### src/rtl/iiitb_serial_pkg.sv
// Shared definitions for the serial link: receiver state encoding, line levels, default width.
// Used by iiitb_sipo_rx, which has the RX_PARITY_EN build option.
package iiitb_serial_pkg;

  localparam logic [2:0] IDLE   = 3'd0;
  localparam logic [2:0] DATA   = 3'd1;
  localparam logic [2:0] PARITY = 3'd2;
  localparam logic [2:0] STOP   = 3'd3;
  localparam logic [2:0] BREAK  = 3'd4;

  typedef enum logic [2:0] {
    StIdle   = IDLE,
    StData   = DATA,
    StParity = PARITY,
    StStop   = STOP,
    StBreak  = BREAK
  } rx_state_e;

  localparam logic LINE_IDLE = 1'b1;
  localparam logic START_BIT = 1'b0;
  localparam logic STOP_BIT  = 1'b1;

  // The PISO transmitter uses the same default word width.
  localparam int unsigned DEFAULT_DATA_W = 4;
  localparam int unsigned MIN_DATA_W     = 2;
  localparam int unsigned MAX_DATA_W     = 16;

endpackage

### src/rtl/iiitb_rx_holdreg.sv
// Output word register for the SIPO receiver: valid/ready handshake and overrun detection.
module iiitb_rx_holdreg #(
  parameter int unsigned DATA_W = 4
) (
  input  logic              clk,
  input  logic              rst_n,
  input  logic              commit_i,
  input  logic [DATA_W-1:0] word_i,
  input  logic              rx_ready_i,
  output logic [DATA_W-1:0] rx_data_o,
  output logic              rx_valid_o,
  output logic              overrun_o
);

  logic [DATA_W-1:0] data_q, data_d;
  logic              valid_q, valid_d;
  logic              overrun_q, overrun_d;

  always_comb begin
    data_d    = data_q;
    valid_d   = valid_q;
    overrun_d = 1'b0;
    if (commit_i) begin
      // A word still waiting for its consumer wins; the new one is lost.
      if (valid_q && !rx_ready_i) begin
        overrun_d = 1'b1;
      end else begin
        data_d  = word_i;
        valid_d = 1'b1;
      end
    end else if (valid_q && rx_ready_i) begin
      valid_d = 1'b0;
    end
  end

  always_ff @(posedge clk or negedge rst_n) begin
    if (!rst_n) begin
      data_q    <= '0;
      valid_q   <= 1'b0;
      overrun_q <= 1'b0;
    end else begin
      data_q    <= data_d;
      valid_q   <= valid_d;
      overrun_q <= overrun_d;
    end
  end

  assign rx_data_o  = data_q;
  assign rx_valid_o = valid_q;
  assign overrun_o  = overrun_q;

endmodule

### src/rtl/iiitb_sipo_rx.sv
// Serial-in/parallel-out frame receiver: start, DATA_W bits LSB first, optional even parity, stop.
// Define RX_PARITY_EN to include the parity bit and a live parity_err output.
module iiitb_sipo_rx
  import iiitb_serial_pkg::*;
#(
  parameter int unsigned DATA_W = DEFAULT_DATA_W
) (
  input  logic              clk,
  input  logic              rst_n,
  input  logic              serial_in,
  output logic [DATA_W-1:0] rx_data,
  output logic              rx_valid,
  input  logic              rx_ready,
  output logic              frame_err,
  output logic              overrun,
  output logic              parity_err
);

  localparam int unsigned CntW = (DATA_W > 1) ? $clog2(DATA_W) : 1;
  localparam logic [CntW-1:0] LastBit = CntW'(DATA_W - 1);

  rx_state_e         state_q, state_d;
  logic [CntW-1:0]   cnt_q, cnt_d;
  logic [DATA_W-1:0] shift_q, shift_d;
  logic              commit_q, commit_d;
  logic              frame_err_q, frame_err_d;

`ifdef RX_PARITY_EN
  logic par_bad_q, par_bad_d;
  logic parity_err_q, parity_err_d;
`endif

  always_comb begin
    state_d     = state_q;
    cnt_d       = cnt_q;
    shift_d     = shift_q;
    commit_d    = 1'b0;
    frame_err_d = 1'b0;
`ifdef RX_PARITY_EN
    par_bad_d   = par_bad_q;
`endif
    unique case (state_q)
      StIdle: begin
        if (serial_in == START_BIT) begin
          state_d = StData;
          cnt_d   = '0;
`ifdef RX_PARITY_EN
          par_bad_d = 1'b0;
`endif
        end
      end
      StData: begin
        // Right shift: after DATA_W bits the first bit received sits in bit 0.
        shift_d = {serial_in, shift_q[DATA_W-1:1]};
        if (cnt_q == LastBit) begin
          cnt_d = '0;
`ifdef RX_PARITY_EN
          state_d = StParity;
`else
          state_d = StStop;
`endif
        end else begin
          cnt_d = cnt_q + CntW'(1);
        end
      end
      StParity: begin
`ifdef RX_PARITY_EN
        par_bad_d = (serial_in != ^shift_q);
`endif
        state_d = StStop;
      end
      StStop: begin
        if (serial_in == STOP_BIT) begin
          commit_d = 1'b1;
          state_d  = StIdle;
        end else begin
          frame_err_d = 1'b1;
          state_d     = StBreak;
        end
      end
      StBreak: begin
        // A held-low line is a break, not a new start bit.
        if (serial_in == LINE_IDLE) begin
          state_d = StIdle;
        end
      end
      default: state_d = StIdle;
    endcase
  end

  always_ff @(posedge clk or negedge rst_n) begin
    if (!rst_n) begin
      state_q     <= StIdle;
      cnt_q       <= '0;
      shift_q     <= '0;
      commit_q    <= 1'b0;
      frame_err_q <= 1'b0;
    end else begin
      state_q     <= state_d;
      cnt_q       <= cnt_d;
      shift_q     <= shift_d;
      commit_q    <= commit_d;
      frame_err_q <= frame_err_d;
    end
  end

`ifdef RX_PARITY_EN
  // Raised on the same edge the hold register loads, so it lines up with rx_valid rising.
  always_comb begin
    parity_err_d = commit_q & par_bad_q;
  end

  always_ff @(posedge clk or negedge rst_n) begin
    if (!rst_n) begin
      par_bad_q    <= 1'b0;
      parity_err_q <= 1'b0;
    end else begin
      par_bad_q    <= par_bad_d;
      parity_err_q <= parity_err_d;
    end
  end

  assign parity_err = parity_err_q;
`else
  assign parity_err = 1'b0;
`endif

  assign frame_err = frame_err_q;

  // shift_q is still intact here: the next frame's first data bit shifts one clk later.
  iiitb_rx_holdreg #(
    .DATA_W (DATA_W)
  ) u_holdreg (
    .clk        (clk),
    .rst_n      (rst_n),
    .commit_i   (commit_q),
    .word_i     (shift_q),
    .rx_ready_i (rx_ready),
    .rx_data_o  (rx_data),
    .rx_valid_o (rx_valid),
    .overrun_o  (overrun)
  );

endmodule

### config.mk
export PLATFORM = sky130hd
export DESIGN_NAME = iiitb_sipo_rx
export DESIGN_NICKNAME = d
export VERILOG_FILES = /design/src/rtl/iiitb_serial_pkg.sv /design/src/rtl/iiitb_rx_holdreg.sv /design/src/rtl/iiitb_sipo_rx.sv
export SDC_FILE = /design/constraint.sdc
export NUM_CORES = 1
export LEC_CHECK = 0
export CORE_MARGIN = 2
export CORE_UTILIZATION = 52
export DETAILED_ROUTE_END_ITERATION = 16
export PLACE_DENSITY = 0.89
export SLEW_MARGIN = 20
export SYNTH_ARGS = -nofsm -noshare
export SYNTH_HDL_FRONTEND = slang
export SYNTH_SLANG_ARGS = --single-unit
### constraint.sdc
create_clock -name clk -period 1.94 [get_ports clk]
set_input_delay 0.485 -clock clk [delete_from_list [all_inputs] [get_ports clk]]
set_output_delay 0.485 -clock clk [all_outputs]
set_load 0.005 [all_outputs]
* After elaboration in Yosys (flattened, before gate mapping)
Cells that the tools add are included.
Storage, ports and cells: flip-flop bits (word level) 17, input port bits 4, output and inout port bits 8, word-level logic and storage cells 46
Cells by class: add/subtract/negate cells 1, equal/unequal tests 9, multiplexer cells 17, bitwise logic cells 1, reductions and logical operators 10
Operators with widths (count):
- $pmux 3 s5 | 1
- $mux 3 | 4
- $mux 1 | 9
- $ne 2x2->1 const B | 4
- $eq 3x2->1 const B | 2
- $reduce_and 2->1 | 3
- $mux 2 | 2
- $pmux 2 s2 | 1
- $reduce_bool 2->1 | 2
- $eq 3x1->1 const B | 1
- $eq 3x3->1 const B | 1
- $logic_not 3->1 | 1
- $reduce_and 3->1 | 1
- $add 2x1->2 const B | 1
- $eq 2x2->1 const B | 1
- $logic_and 1x1->1 | 2
- $logic_not 1->1 | 1
- $not 1->1 | 1

* Logic depth before layout (Yosys ltp)
Gate-level depths: netlist of run 1.
depth after elaboration 4, mapped depth 4

* By module
From an unflattened synthesis of run 1, not the netlist that was laid out.
Second synthesis, totals: cell total of the unflattened synthesis 52, area total of the unflattened synthesis 728.2 um^2
Modules (own cells, without submodules):
- iiitb_sipo_rx | times used 1, cells each 37, area an instance 481.7 um^2, sequential area each 275.3 um^2
- iiitb_rx_holdreg | times used 1, cells each 15, area an instance 246.5 um^2, sequential area each 150.1 um^2

* Least setup slack after synthesis of run 1
OpenSTA, ideal clock, no wires.
path kind in2reg, from input port rx_ready, to register u_holdreg.data_q[0], in the netlist u_holdreg.rx_data_o[0], data arrival time 1.102 ns, required time 1.815 ns, path slack 0.714 ns, stages on the path 3, path buffers 0, cells stage by stage nand2b_1 -> nand2_1 -> mux2_2
On the way: longest elaborated chain between the ends 4
Ends and longest elaborated chain:
- from (decl) | RTL line iiitb_sipo_rx.sv:13 | input logic rx_ready,
- $logic_not 1->1 | RTL line iiitb_rx_holdreg.sv:25 | if (valid_q && !rx_ready_i) begin
- $logic_and 1x1->1 | RTL line iiitb_rx_holdreg.sv:25
- $not 1->1 (no line)
- $reduce_and 2->1 (no line)
- to (signal assigned) | RTL line iiitb_rx_holdreg.sv:42 | data_q <= data_d;
- to (decl) | RTL line iiitb_rx_holdreg.sv:15 | logic [DATA_W-1:0] data_q, data_d;
Every way passes these cells. A chain may end at the register's enable or synchronous reset.

* Final worst setup path of run 1
from register u_holdreg.data_q[2], in the netlist u_holdreg.rx_data_o[2], to output port rx_data[2]
RTL lines:
- to (decl) | RTL line iiitb_sipo_rx.sv:11 | output logic [DATA_W-1:0] rx_data,
No word-level cell between the ends.

==> impl_results.md, run 1 <==
* Total congestion overflow at 0
* Worst EP required at 1450 ps
* Yosys top cell area share at between 60% and 70%
* Peak per-stage delay on the critical path at approximately 500 ps
* Diode count at 0
* Crit path DAT at between 1000 and 1500 ps
* Postcts setup bufs at 0
* H-tree Lvls at 1
* Synth cell types at 19
* Worst Setup Path Type: reg2out
* RSZ-0062 raised after global routing: false
* Num ports at 12
* Worst Path Max Fanout at 2
* Global-route usage over all layers at 16.32%
* Die area at roughly 1600 µm²
* Slowest-stage cell, CP: clkdlybuf4s50_1
* Worst VDD drop at approximately 1000 µV
* Critical path capture point type: output port
* First-pass GRT wire length at approximately 1700 µm
* DRT antenna net count at 0
* Count leader, synth: dfrtp_1
* Internal power at 951.6 µW
* Syn Nets at 58
* Status: finished, final reports clean
* CORE AREA at roughly 1300 µm²
* Syn. warnings at 0
* Most frequent cells after synthesis: dfrtp_1, nor2_1, mux2_2, mux2_4, nand2_1
* Post-cts hold buffer count at 0
* CP startpoint kind: flip-flop
* Post-cts sizing count at 0
* # fillers at 97
* Fmax at a little over 600 MHz
* CP Cell Sequence: clkdlybuf4s50_1
* CTS tree: done
* Final GP Congestion at around 0.67
* Slew Limit Fails at 0
* Syn Std Cell Area at about 700 µm²
* Sw Ratio at a little under 30%
* Rows at 13
* Clock Power Share at 13.5%
* Largest net degree at the start of global routing at 18
* Most area-hungry cell type in the Yosys netlist: dfrtp_1
* DR pass1 iterations at 4
* Final hold viol count at 0
* Final WL at around 1000 µm
* Number of enable flip-flop cells after synthesis at 0
* Share of cells above drive strength 1 at about a quarter
* Final setup violation count at 0
* Sequential power share at approximately 46%
* WL/cell at about 13 µm
* CTS max path bufs at 2
* Synthesized area per cell at around 13 µm²
* Initial antenna violation count at 0
* Combinational Power Share at 41.0%
* Max_cap viols at 0
* Worst path bufs/invs at 1
* Setup_tns at 0 ps
* Main flop type after synthesis: dfrtp_1
* Clock root cell: clkbuf_4
* Drt initial violations at 11
* CTS sink cnt at 17
* Final #Nets at slightly above 70
* Die Y at between 40 and 50 µm
* Synth Register Bits at 17
* WHS at between 400 and 500 ps
* Cell family with most CP delay: buffers and inverters
* Gate Count Post-Synth at 53
* Port bufs at 10
* Area delta synth->final at 19.39%
* Residual DRC at 0
* Effective utilization at floorplan at a little over half
* Worst Skew at approximately 1.8 ps
* Vias/cell at 5.173
* Vias post-DR at ~420
* Synth top area cells: dfrtp_1, mux2_4, mux2_2
* Fin crit period at 1628 ps
* Number of global-route vias before repair at ~380
* Die Width at about 41 µm
* Reg clk slew, reported paths at around 90 ps
* Final worst-path cycle share at 83.92%
* Hold WC Path Type: reg2reg
* CTS Buf Count at 3
* Pwr dens at between 1500 and 2000 nW/µm²
* Leak at between 0.3 and 0.4 nW
* Clk_lat worst skew at ~280 ps
* Sw power at 404.2 µW
* Ys async rst share at 100.0%
* Sequential cell area fraction in the yosys report at around 61%
==> sequential cells by signal, indices dropped and copies added, names as in the netlist <==
name / count
cnt_q: 2
commit_q: 1
frame_err: 1
shift_q: 4
state_q: 3
u_holdreg.overrun_o: 1
u_holdreg.rx_data_o: 4
u_holdreg.rx_valid_o: 1
==> cell families (layout without fill, tap and decap cells) <==
| logic type | after synthesis | in the layout | synth area share [%] |
|---|---|---|---|
| flip-flops | 17 | 17 | 61.04 |
| AND/OR/NAND/NOR | 17 | 17 | 12.57 |
| multiplexers | 8 | 8 | 15.08 |
| AO/OA/AOI/OAI | 5 | 5 | 5.207 |
| buffers and inverters | 4 | 17 | 3.771 |
| adder cells (fa/ha/maj) | 1 | 1 | 1.795 |
| other | 1 | 1 | 0.5381 |
==> per-stage QoR <==
| stage | instance area, µm² | utilization [%] | power [mW] | worst slack (ps) | instances |
|---|---|---|---|---|---|
| global route | 832.0 | 65.58 | 1.458 | 255.9 | 81 |
| floorplan | 696.9 | - | 1.028 | 713.7 | 53 |
| detailed placement | 804.5 | 63.41 | 1.183 | 240.0 | 77 |
| global placement | 804.5 | 63.41 | 1.155 | 271.3 | 77 |
| CTS | 832.0 | 65.58 | 1.370 | 294.3 | 81 |
| finish | 832.0 | 65.58 | 1.356 | 312.0 | 81 |
==> worst paths after layout <==
path                                             start  depth (start not counted)  slack (ps)                      to
worst min-delay path                          commit_q                          2         480    u_holdreg.rx_valid_o
worst min register to register                commit_q                          2         480    u_holdreg.rx_valid_o
worst max register to register              state_q[2]                          3         740              shift_q[3]
max in group asynchronous                        rst_n                          2        1240  u_holdreg.rx_data_o[3]
min in group asynchronous                        rst_n                          2         520  u_holdreg.rx_data_o[1]
worst max-delay path            u_holdreg.rx_data_o[2]                          1         310              rx_data[2]
==> per-layer routing <==
layer	vias up	GRT usage, %	wire length [µm]
met5	-	0	0
li1	203	-	-
met1	203	20.50	447
met2	11	26.98	531
met3	2	3.261	50
met4	0	7.500	10
==> power groups by stage <==
stage,clock network (mW),logic (mW),registers (mW)
final,0.182,0.555,0.618
after global routing,0.206,0.612,0.640
after CTS,0.187,0.563,0.620
after detailed placement,0,0.559,0.625
after global placement,0,0.539,0.616
after floorplan,0,0.423,0.605
==> layout by cell type (no fill, tap or decap), drive strengths merged <==
cell           netlist  routed
nand2                4       4
buf                  2       1
dfrtp               17      17
nor2                 7       7
or2b                 1       1
clkinv               0       1
conb                 1       1
and2                 1       1
a211oi               1       1
nand3b               2       2
a21oi                2       2
inv                  2       2
clkdlybuf4s50        0      10
a22o                 2       2
clkbuf               0       3
mux2                 8       8
ha                   1       1
nand2b               2       2
==> area by class of cell <==
cell class	instances	area [µm²]	area share (%)
clock buffer	3	22.52	2.707
clock inverter	1	5.005	0.6015
inverter	2	7.507	0.9023
multi-input combinational	32	245.2	29.47
sequential	17	425.4	51.13
tap	15	18.77	2.256
timing repair buffer	11	107.6	12.93
==> worst min-delay path, delay by kind of cell, from the launching register on <==
kind	cells	cell delay, ps
flip-flops	1	350
buffers and inverters	1	50
AND/OR/NAND/NOR	1	50
(Power assumes the default switching activity.)
==> inputs of run 2 (changes only) <==
CORE_UTILIZATION = 49   (was 52)
PLACE_DENSITY = 0.85   (was 0.89)
clock period = 1.55 ns   (was 1.94 ns; I/O delays follow)
==> impl_results.md, run 2 (synthesis results as in run 1) <==
* Status: finished, final reports clean
* Port bufs at 10 (unchanged)
* Setup_tns at 0 ps (unchanged)
* Final worst-path cycle share at a little over four fifths
* Footprint of the multi-input gates at 245.2 µm² (unchanged)
* CP Cell Sequence: dlygate4sd2_1
* Diode count at 0 (unchanged)
* WHS at 406.2 ps (-73.11 ps)
* Hold WC Path Type: in2async
* Drt initial violations at 3 (-8)
* Post-cts hold buffer count at 0 (unchanged)
* Commonest non-fill, non-tap cells in the layout: dfrtp_1, nor2_1, dlymetal6s2s_1
* Num ports at 12 (unchanged)
* DR pass1 iterations at 4 (unchanged)
* Final instance area at 859.6 µm² (+3.3%)
* Global-route usage over all layers at 14.81% (-1.5 points)
* Die area at 1740 µm² (+5.5%)
* Slowest-stage cell, CP: dfrtp_1
* Worst Path Max Fanout at 1 (-1)
* Peak per-stage delay on the critical path at 380 ps (-120 ps)
* CTS tree: done
* DRT antenna net count at 0 (unchanged)
* Worst VDD drop at 1043 µV (+3.3%)
* H-tree Lvls at 1 (unchanged)
* Die Y at 41.72 µm (+2.7%)
* Final setup violation count at 0 (unchanged)
* CTS Buf Count at 3 (unchanged)
* CP startpoint kind: flip-flop
* Final #Nets at 74 (+2.8%)
* # fillers at 92 (-5.2%)
* Residual DRC at 0 (unchanged)
* Die Width at 41.72 µm (+2.7%)
* Hpwl dp at ~760 µm
* Slew Limit Fails at 0 (unchanged)
* CTS sink cnt at 17 (unchanged)
* Reg clk slew, reported paths at 90 ps (about the same)
* Worst Skew at 6.257 ps (+4.481 ps)
* RR Endpoint: shift_q[0]
* Power, Total at 1.693 mW (+25%)
* Final hold viol count at 0 (unchanged)
* Area delta synth->final at 23.34%
* Effective utilization at floorplan at 52.90% (-2.0 points)
* Fin crit period at around 1300 ps
* Vias post-DR at 413 (-1.4%)
* Largest net degree at the start of global routing at 18 (unchanged)
* WL/cell at 12.33 µm (-4.0%)
* First-pass GRT wire length at 1759 µm (+3.2%)
* Number of global-route vias before repair at 392 (+2.9%)
* Max_cap viols at 0 (unchanged)
* Total congestion overflow at 0 (unchanged)
* Worst R2R Path Depth at 3 (unchanged)
* Worst path bufs/invs at 1 (unchanged)
* Rows at 13 (unchanged)
* Crit path DAT at 930 ps (-210 ps)
* Pwr dens at 1969 nW/µm² (+21%)
* Post-Place Cell Area at 812.0 µm² (+0.93%)
* Clk_lat worst skew at 290 ps (about the same)
* Critical path capture point type: output port
* Leak at 0.4864 nW (+23%)
* Share of cells above drive strength 1 at 25.00% (+0.76 points)
* Reg2reg setup slack at 360 ps (-380 ps)
* Cell family with most CP delay: flip-flops
* Final WL at 1023 µm (-1.6%)
* Seq. cell area at 425.4 µm² (unchanged)
* CTS max path bufs at 2 (unchanged)
* Initial antenna violation count at 0 (unchanged)
* Worst EP required at 1160 ps (-290 ps)
* Worst Setup Path Type: reg2out
* Crit Reg-Reg Startpoint: state_q[1]
* Stages on the worst setup path at 1 (unchanged)
* Final GP Congestion at 0.6815 (+1.2%)
* RSZ-0062 raised after global routing: false
* Fmax at 759.7 MHz
* CORE AREA at 1318 µm² (+3.8%)
* Most common cell after layout, fill and taps aside: dfrtp_1
* Clock root cell: clkbuf_4
* Vias/cell at 4.976 (-3.8%)
## run 2: cell count changes in the layout (fill, tap and decap cells not counted), sizes merged
| cell | previous run | this run |
|---|---|---|
| clkinv | 1 | 0 |
| dlygate4sd2 | 0 | 1 |
| buf | 1 | 3 |
| dlymetal6s2s | 0 | 6 |
| clkbuf | 3 | 4 |
| clkdlybuf4s50 | 10 | 3 |
## run 2: timing repair
item                                   4_1_cts  5_1_grt
endpoints found under the hold margin        0        0
setup endpoints to repair                    1        6
cloned                                       0        0
gates resized for setup                      1        6
buffers inserted                             0        1
## run 2: worst max path at each step
| stage | start | to | slack [ps] |
|---|---|---|---|
| 2_1_floorplan | state_q[2] | shift_q[0] | 370 |
| 3_3_place_gp | rx_ready | u_holdreg.rx_data_o[0] | -0.3 |
| 3_5_place_dp | rx_ready | u_holdreg.rx_data_o[1] | -4 |
| 4_1_cts | u_holdreg.rx_data_o[0] | rx_data[0] | 4 |
| 5_1_grt | u_holdreg.overrun_o | overrun | 190 |
| 6_report | u_holdreg.overrun_o | overrun | 230 |
## run 2: power breakdown
part	internal [mW]	switching, mW	total, mW	leakage (nW)
Combinational	0.460	0.237	0.697	0.259
Sequential	0.634	0.135	0.770	0.212
Clock	0.100	0.126	0.226	0.0150
## run 2: cell type report
class | count | share of cell area (%)
Tap cell | 15 | 2.183
Multi-Input combinational cell | 32 | 28.53
Sequential cell | 17 | 49.49
Clock buffer | 4 | 3.057
Timing Repair Buffer | 13 | 15.87
Inverter | 2 | 0.8734
## run 2: worst reg2reg max path: stages (launching register included)
cell and delay [ps]:
dfrtp_1 450, nor2_2 120, and2_4 200, mux2_4 310
## run 2: metrics by stage
stage               util [%]  worst slack (ps)  instances
floorplan                  -             374.9         53
global placement       61.63           -0.3130         78
detailed placement     61.63            -3.513         78
CTS                    63.53             4.337         82
global route           65.24             185.0         83
finish                 65.24             233.7         83
## run 2: metal layers
metal	GRT usage [%]	share of wire, %
met1	15.36	42
met2	22.81	51
met3	8.261	6.6
met4	9.677	0.68
met5	0	0
